--- src/rtl/ascon_serial_loader.sv ---
`default_nettype none
// ============================================================================
// Module   : ascon_serial_loader
// Function : Captures a parallel ASCON job and streams it MSB-first to a
//            serial ASCON core, strobes start, then waits for completion.
// Revision : 1.0 - initial release
// ============================================================================
module ascon_serial_loader #(
  parameter int k         = 128,
  parameter int A_l       = 40,
  parameter int text_l    = 40,
  parameter int START_LEN = 5,
  parameter int TIMEOUT   = 4096
) (
  input  logic              clk,
  input  logic              rst,
  input  logic [k-1:0]      key_in,
  input  logic [127:0]      nonce_in,
  input  logic [A_l-1:0]    ad_in,
  input  logic [text_l-1:0] pt_in,
  input  logic              mode_in,
  input  logic              load_valid,
  output logic              load_ready,
  output logic              key_SI,
  output logic              nonce_SI,
  output logic              associated_SI,
  output logic              plaintext_SI,
  output logic              encryption_s_SI,
  output logic              decryption_s_SI,
  input  logic              encryption_r_SO,
  input  logic              decryption_r_SO,
  output logic              busy,
  output logic              done,
  output logic              timeout_err
);

  localparam int c_MAX     = (k > A_l) ? ((k > text_l) ? k : text_l)
                                       : ((A_l > text_l) ? A_l : text_l);
  localparam int c_CNT_TOP = (c_MAX > START_LEN)
                             ? ((c_MAX > TIMEOUT) ? c_MAX : TIMEOUT)
                             : ((START_LEN > TIMEOUT) ? START_LEN : TIMEOUT);
  localparam int c_CNT_W   = $clog2(c_CNT_TOP + 1);

  typedef enum logic [2:0] {
    S_IDLE  = 3'd0,
    S_SHIFT = 3'd1,
    S_START = 3'd2,
    S_WAIT  = 3'd3,
    S_DONE  = 3'd4
  } state_t;

  state_t               r_state;
  logic [c_CNT_W-1:0]   r_cnt;
  logic [k-1:0]         r_key;
  logic [127:0]         r_nonce;
  logic [A_l-1:0]       r_ad;
  logic [text_l-1:0]    r_pt;
  logic                 r_mode;

  // Fields are shifted left in place; the next frame bit is always the MSB
  // of the shifted value, and zeros fill in once a short field runs out.
  logic [k-1:0]         w_key_sh;
  logic [127:0]         w_nonce_sh;
  logic [A_l-1:0]       w_ad_sh;
  logic [text_l-1:0]    w_pt_sh;
  logic                 w_flag;

  assign w_key_sh   = r_key << 1;
  assign w_nonce_sh = r_nonce << 1;
  assign w_ad_sh    = r_ad << 1;
  assign w_pt_sh    = r_pt << 1;
  assign w_flag     = r_mode ? decryption_r_SO : encryption_r_SO;

  always_ff @(posedge clk or posedge rst) begin
    if (rst) begin
      r_state         <= S_IDLE;
      r_cnt           <= '0;
      r_key           <= '0;
      r_nonce         <= '0;
      r_ad            <= '0;
      r_pt            <= '0;
      r_mode          <= 1'b0;
      load_ready      <= 1'b1;
      key_SI          <= 1'b0;
      nonce_SI        <= 1'b0;
      associated_SI   <= 1'b0;
      plaintext_SI    <= 1'b0;
      encryption_s_SI <= 1'b0;
      decryption_s_SI <= 1'b0;
      busy            <= 1'b0;
      done            <= 1'b0;
      timeout_err     <= 1'b0;
    end else begin
      unique case (r_state)
        S_IDLE: begin
          done <= 1'b0;
          if (load_valid) begin
            r_key         <= key_in;
            r_nonce       <= nonce_in;
            r_ad          <= ad_in;
            r_pt          <= pt_in;
            r_mode        <= mode_in;
            r_cnt         <= '0;
            timeout_err   <= 1'b0;
            // Frame bit 0 goes out together with the capture.
            key_SI        <= key_in[k-1];
            nonce_SI      <= nonce_in[127];
            associated_SI <= ad_in[A_l-1];
            plaintext_SI  <= pt_in[text_l-1];
            load_ready    <= 1'b0;
            busy          <= 1'b1;
            r_state       <= S_SHIFT;
          end
        end
        S_SHIFT: begin
          if (r_cnt == c_CNT_W'(c_MAX - 1)) begin
            key_SI          <= 1'b0;
            nonce_SI        <= 1'b0;
            associated_SI   <= 1'b0;
            plaintext_SI    <= 1'b0;
            encryption_s_SI <= ~r_mode;
            decryption_s_SI <= r_mode;
            r_cnt           <= '0;
            r_state         <= S_START;
          end else begin
            r_key         <= w_key_sh;
            r_nonce       <= w_nonce_sh;
            r_ad          <= w_ad_sh;
            r_pt          <= w_pt_sh;
            key_SI        <= w_key_sh[k-1];
            nonce_SI      <= w_nonce_sh[127];
            associated_SI <= w_ad_sh[A_l-1];
            plaintext_SI  <= w_pt_sh[text_l-1];
            r_cnt         <= r_cnt + c_CNT_W'(1);
          end
        end
        S_START: begin
          if (r_cnt == c_CNT_W'(START_LEN - 1)) begin
            encryption_s_SI <= 1'b0;
            decryption_s_SI <= 1'b0;
            r_cnt           <= '0;
            r_state         <= S_WAIT;
          end else begin
            r_cnt <= r_cnt + c_CNT_W'(1);
          end
        end
        S_WAIT: begin
          if (w_flag) begin
            done    <= 1'b1;
            r_state <= S_DONE;
          end else if (r_cnt == c_CNT_W'(TIMEOUT - 1)) begin
            timeout_err <= 1'b1;
            done        <= 1'b1;
            r_state     <= S_DONE;
          end else begin
            r_cnt <= r_cnt + c_CNT_W'(1);
          end
        end
        S_DONE: begin
          done       <= 1'b0;
          busy       <= 1'b0;
          load_ready <= 1'b1;
          r_state    <= S_IDLE;
        end
        default: begin
          busy       <= 1'b0;
          done       <= 1'b0;
          load_ready <= 1'b1;
          r_state    <= S_IDLE;
        end
      endcase
    end
  end

endmodule
`default_nettype wire

--- config.mk ---
export PLATFORM = sky130hd
export DESIGN_NAME = ascon_serial_loader
export DESIGN_NICKNAME = d
export VERILOG_FILES = /design/src/rtl/ascon_serial_loader.sv
export SDC_FILE = /design/constraint.sdc
export NUM_CORES = 1
export LEC_CHECK = 0
export CAP_MARGIN = 10
export CORE_AREA = 4 4 184 186
export CTS_CLUSTER_SIZE = 8
export DETAILED_ROUTE_END_ITERATION = 16
export DIE_AREA = 0 0 188 190
export HOLD_SLACK_MARGIN = 0.15
export PLACE_DENSITY = 0.81
export SYNTH_ARGS = -nofsm -noshare
export SYNTH_HDL_FRONTEND = slang
export SYNTH_SLANG_ARGS = --single-unit
--- constraint.sdc ---
create_clock -name clk -period 14.95 [get_ports clk]
set_input_delay 2.99 -clock clk [delete_from_list [all_inputs] [get_ports clk]]
set_output_delay 2.99 -clock clk [all_outputs]
set_load 0.02 [all_outputs]
==> results of run 1 <==
-- layout by cell type (no fill, tap or decap), drive strengths merged, types with 3 or more instances in the layout --
| master | instances |
|---|---|
| nand4 | 6 |
| a21oi | 7 |
| and2 | 3 |
| nor3 | 9 |
| nor2 | 14 |
| diode | 10 |
| mux2i | 328 |
| inv | 9 |
| clkdlybuf4s50 | 351 |
| o21ai | 339 |
| buf | 8 |
| nand3 | 10 |
| a2bb2oi | 4 |
| clkbuf | 61 |
| dfrtp | 358 |
| a22o | 10 |
| nor4 | 6 |
| nand2 | 352 |
-- flip-flops by register name, indices dropped and copies added, names as in the netlist, 3 cells and up --
name     count
r_key      127
r_nonce    127
r_ad        39
r_pt        39
r_cnt       13
r_state      3
-- final timing paths --
kind                                   startpoint                endpoint  slack [ns]  cells past startpoint
max in group asynchronous                     rst   r_cnt[12]$_DFFE_PP0P_        9.51                      4
min reg2reg                load_ready$_DFFE_PP1P_  load_ready$_DFFE_PP1P_        0.47                      2
min                        load_ready$_DFFE_PP1P_  load_ready$_DFFE_PP1P_        0.47                      2
max reg2reg                r_state[0]$_DFFE_PP0P_   r_key[22]$_DFFE_PP0P_       11.12                      6
min in group asynchronous                     rst   r_key[95]$_DFFE_PP0P_        3.04                      2
max                                    load_valid   r_key[22]$_DFFE_PP0P_        9.23                      6
-- kinds of logic after synthesis --
| family | share of synthesized area (%) |
|---|---|
| muxes | 19.9 |
| adders and majority gates | 0.151 |
| DFF | 54.2 |
| AOI/OAI and AO/OA | 12.2 |
| and+or+nand+nor | 9.83 |
| buffers and inverters | 3.83 |
-- critical path: stages --
cell             delay (ns)
clkdlybuf4s50_1        0.42
or3b_2                 0.24
nor2_2                 0.11
a21oi_4                0.87
buf_12                 0.75
o21ai_0                0.26
-- per-layer routing --
metal	up-vias	GRT usage (%)
li1	6145	-
met3	98	5.80
met4	8	8.41
met5	-	0
met1	5909	27.3
met2	319	36.4
-- power groups by stage --
stage	Clock, W	Combinational (W)	Sequential [W]
after floorplan	0	0.00121	0.00165
after global placement	0	0.00142	0.00169
after detailed placement	0	0.00150	0.00172
after CTS	0.00102	0.00151	0.00171
after global routing	0.00106	0.00168	0.00177
final	0.000995	0.00149	0.00171
-- metrics by stage --
| stage | utilization (%) | instances | total power [W] |
|---|---|---|---|
| 4_1_cts | 66.7 | 2347 | 0.00424 |
| 3_3_place_gp | 62.5 | 2284 | 0.00311 |
| 2_1_floorplan | - | 1598 | 0.00286 |
| 5_1_grt | 66.8 | 2357 | 0.00451 |
| 6_report | 66.8 | 2357 | 0.00420 |
| 3_5_place_dp | 62.5 | 2284 | 0.00322 |
-- cell type report --
| class | count | share of cell area [%] |
|---|---|---|
| Sequential cell | 359 | 41.7 |
| Multi-Input combinational cell | 1115 | 32.4 |
| Timing Repair Buffer | 359 | 16.8 |
| Clock buffer | 61 | 6.09 |
| Tap cell | 442 | 2.57 |
| Inverter | 9 | 0.192 |
| Clock inverter | 2 | 0.151 |
| Antenna cell | 10 | 0.116 |
==> results_dict.tcl, run 1 <==
set metrics [dict create \
    drt_pass1_iterations 5 \
    cts.sinks 359 \
    rows 66 \
    dieArea_sq_um 35700 \
    worstMarginPinSlew_ns 1.37 \
    path_class "in2reg" \
    top_layer_used "met5" \
    skew_ns 0.0208 \
    grt_pass1_vias 12800 \
    slew_viol_final 0 \
    grt.overflow.total 0 \
    crit_fanout 349 \
    synth_most_common_cell "dfrtp_1" \
    vdd_drop_max_mv 0.166 \
    grt_max_degree 350 \
    path_clk_slew_ns 0.05 \
    synth_commonest_cells "dfrtp_1, nand2_1, mux2i_1" \
    io_buffers 351 \
    ctsResizeCount 0 \
    grt_use_total_pct 21.8 \
    antenna_found_initial 13 \
    synth.distinct_cells 47 \
    yosysTopAreaCellShare_pct 54.0 \
    grt_pass1_wl_mm 64.3 \
    max_freq_mhz 175 \
    power_switching_share_pct 34.7 \
    initial_core_util_pct 51.4 \
    wl_mm 40.3 \
    synthTopCellsByArea "dfrtp_1, mux2i_1, nand2_1, o21ai_0, o21ai_1" \
    post-route-drc-count 0 \
    final_nets 2238 \
    pre_cts_ws_ns 8.78 \
    p_int_w 0.00274 \
    register_area_sq_um 8980 \
    holdBufCountCts 0 \
    yosysSeqAreaShare_pct 54.2 \
    die_w_microns 188 \
    synthToLayoutAreaGrowth_pct 29.9 \
    placed_area_sq_um 20200 \
    syn_nets 1942 \
    post-cts-setup-buffers 0 \
    drt-met1-wl_mm 16.6 \
    start_kind "input pin" \
    core_sq_um 32300 \
    synth_seq_cells 359 \
    die_height_microns 190 \
    finalSetupTns_ns 0 \
    wl_met3_mm 2.55 \
    finalCritPeriodShare_pct 38.3 \
    p_seq_share_pct 40.8 \
    synth_edf_count 0 \
    status "finished, final reports clean" \
    ant_nets 0 \
    wire_per_inst_microns 17.1 \
    root_buffer "clkbuf_16" \
    postSynthCellCount 1598 \
    slew_headroom_pct 8.84 \
    finalHoldViolCount 0 \
    hold_ws_ns 0.471 \
    clk_path_buf_depth 3 \
    num_vias 12500 \
    end_kind "register" \
    ios 352 \
    ys_warn_count 0 \
    layout_setup_ws_ns 9.23 \
    hold_path.class "reg2reg" \
    rsz0062_at_grt "false" \
    drive_above_1_share_pct 3.83 \
    cts_inserted_buffers 50 \
    crit_arrival_ns 6.06 \
    stdcell_area_sq_um 21600 \
    ctsHtreeMaxLevel 2 \
    switching_power_w 0.00146 \
    drtIter0Drc 817 \
    min_period_ns 5.72 \
    place_congestion 0.811 \
    cts_tree "done" \
    p_leak_nw 9.36 \
    yosysTopAreaCell "dfrtp_1" \
    required_ns 15.29 \
    synthFlopType "dfrtp_1" \
    clkLatencyLatePin_ns 0.54 \
    wl_met2_mm 19.6 \
    clkPwrFrac_pct 23.7 \
    synth.avg_cell_area_sq_um 10.4 \
    p_per_area_nw_per_um2 195 \
    multi_input_area_sq_um 6990 \
    fillerInstances 2445 \
    combPwrFrac_pct 35.5 \
    finalSetupViolations 0 \
    syn_area_sq_um 16600 \
    cap_violations 0 \
    hpwlAfterDp_mm 27.1 \
    async_reset_ff_share_pct 100 \
    vias_per_cell 5.29 \
]
Power figures use the tool's default switching activity.
==> inputs of run 2 (changes only) <==
==> constraint.sdc (replaced) <==
create_clock -name clk -period 5.37 [get_ports clk]
set_input_delay 1.074 -clock clk [delete_from_list [all_inputs] [get_ports clk]]
set_output_delay 1.074 -clock clk [all_outputs]
set_load 0.02 [all_outputs]
==> run 2 against run 1 <==
Against the previous run:
- die area stayed put
- sequential cell count stayed put
- clock-buffer cell count is 3 higher
- first-iteration DRC count is 2.6% higher
- clock power grew to 2.8 times the previous value
- power grew to 2.8 times the previous value
- clock skew is 0.0014 ns lower
- core utilization is 0.29 points higher
- non-clock buffer count is 6 higher
- setup slack worse by 7.2 ns
- largest power group unchanged
- highest routed layer unchanged
==> results_dict.tcl, run 2 (synthesized netlist as in run 1, its figures left out) <==
set metrics [dict create \
    hpwlAfterDp_mm 27.4 \
    power.total_w 0.0117 \
    ant_nets 0 \
    wl_mm 40.3 \
    p_leak_nw 9.41 \
    ios 352 \
    holdBufCountCts 0 \
    cap_violations 0 \
    finalHoldViolCount 0 \
    p_int_w 0.00769 \
    finalSetupViolations 0 \
    start_kind "input pin" \
    final_common_cell "dfrtp_1" \
    clk_path_buf_depth 3 \
    drt_pass1_iterations 5 \
    final_nets 2244 \
    grt_pass1_wl_mm 65.2 \
    crit_fanout 308 \
    ctsResizeCount 0 \
    crit_slowest_cell "or3b_2" \
    critical_path.cell_chain "clkdlybuf4s50_1, or3b_2, nor2_2, a21oi_4, buf_12, nand2_1, o21ai_0" \
    cts_inserted_buffers 50 \
    path_class "in2reg" \
    required_ns 5.71 \
    clkPwrFrac_pct 23.9 \
    cts_tree "done" \
    drive_above_1_share_pct 4.13 \
    power_switching_share_pct 34.4 \
    combPwrFrac_pct 35.4 \
    slew_viol_final 0 \
    p_seq_share_pct 40.6 \
    slew_headroom_pct 9.07 \
    cts.sinks 359 \
    grt_pass1_vias 12600 \
    die_w_microns 188 \
    rsz0062_at_grt "false" \
    rows 66 \
    fillerInstances 2413 \
    place_congestion 0.854 \
    largestRegisters "r_key x127, r_nonce x127" \
    root_buffer "clkbuf_16" \
    max_freq_mhz 299 \
    pre_cts_ws_ns 1.80 \
    layout_common_cells "dfrtp_1, nand2_1, clkdlybuf4s50_1" \
    post-cts-setup-buffers 0 \
    core_sq_um 32300 \
    crit_arrival_ns 3.69 \
    multi_input_area_sq_um 6990 \
    grt.overflow.total 0 \
    die_height_microns 190 \
    path_clk_slew_ns 0.05 \
    hold_path.class "reg2reg" \
    vdd_drop_max_mv 0.423 \
    switching_power_w 0.00403 \
    clkLatencyLatePin_ns 0.53 \
    antenna_found_initial 12 \
    finalCritPeriodShare_pct 62.3 \
    initial_core_util_pct 51.4 \
    num_vias 12400 \
    io_buffers 351 \
    dieArea_sq_um 35700 \
    grt_use_total_pct 22.1 \
    vias_per_cell 5.26 \
    p_per_area_nw_per_um2 541 \
    register_area_sq_um 8980 \
    skew_ns 0.0194 \
    dp.cells 2290 \
    synthToLayoutAreaGrowth_pct 30.5 \
    worstMarginPinSlew_ns 1.36 \
    ctsHtreeMaxLevel 2 \
    min_period_ns 3.35 \
    cpPeakStageDelay_ns 0.51 \
    end_kind "register" \
    drtIter0Drc 838 \
    wire_per_inst_microns 17.1 \
    final_cells 2362 \
    layout_setup_ws_ns 2.02 \
    grt_max_degree 309 \
    utilization_pct 67.1 \
    status "finished, final reports clean" \
    post-route-drc-count 0 \
]
==> run 2: power groups by stage <==
stage | Sequential, W | Combinational (W) | Clock (W)
floorplan | 0.00458 | 0.00338 | 0
global placement | 0.00471 | 0.00398 | 0
detailed placement | 0.00477 | 0.00419 | 0
CTS | 0.00476 | 0.00420 | 0.00288
global route | 0.00492 | 0.00471 | 0.00301
finish | 0.00476 | 0.00416 | 0.00281
==> run 2: area by class of cell <==
cell class                 instances  area share, %
sequential                       359           41.5
antenna                            8         0.0925
multi-input combinational       1115           32.3
timing repair buffer             365           17.1
tap                              442           2.55
inverter                           9          0.173
clock buffer                      64           6.32
==> run 2: final timing paths <==
kind	slack, ns	end	cells past startpoint	start
max in group asynchronous	3.18	r_key[37]$_DFFE_PP0P_	3	rst
worst min-delay path	0.46	load_ready$_DFFE_PP1P_	2	load_ready$_DFFE_PP1P_
worst max register to register	2.08	r_nonce[70]$_DFFE_PP0P_	6	r_cnt[0]$_DFFE_PP0P_
min in group asynchronous	1.00	r_key[110]$_DFFE_PP0P_	2	rst
worst max-delay path	2.02	r_nonce[102]$_DFFE_PP0P_	7	load_valid
worst min register to register	0.46	load_ready$_DFFE_PP1P_	2	load_ready$_DFFE_PP1P_
==> run 2: per-layer routing <==
| layer | vias to the layer above | global-route usage [%] | wire [microns] |
|---|---|---|---|
| met2 | 308 | 35.7 | 19400 |
| met4 | 8 | 8.87 | 1560 |
| met3 | 98 | 5.21 | 2290 |
| li1 | 6149 | - | - |
| met1 | 5868 | 28.9 | 17000 |
| met5 | - | 0 | 46 |
==> run 2: through the flow <==
step                      cell area, sq um  hold WS (ns)  setup TNS (ns)
final                                21700         0.457               0
after global routing                 21700         0.500               0
after CTS                            21600         0.459               0
after detailed placement             20300         0.454               0
after global placement               20300         0.458               0
after floorplan                      16600         0.449         -184.54
==> run 2: critical path, delay by kind of cell <==
family	cells	cell delay (ns)
buffers and inverters	2	0.76
and+or+nand+nor	3	1.16
AOI/OAI and AO/OA	2	0.26
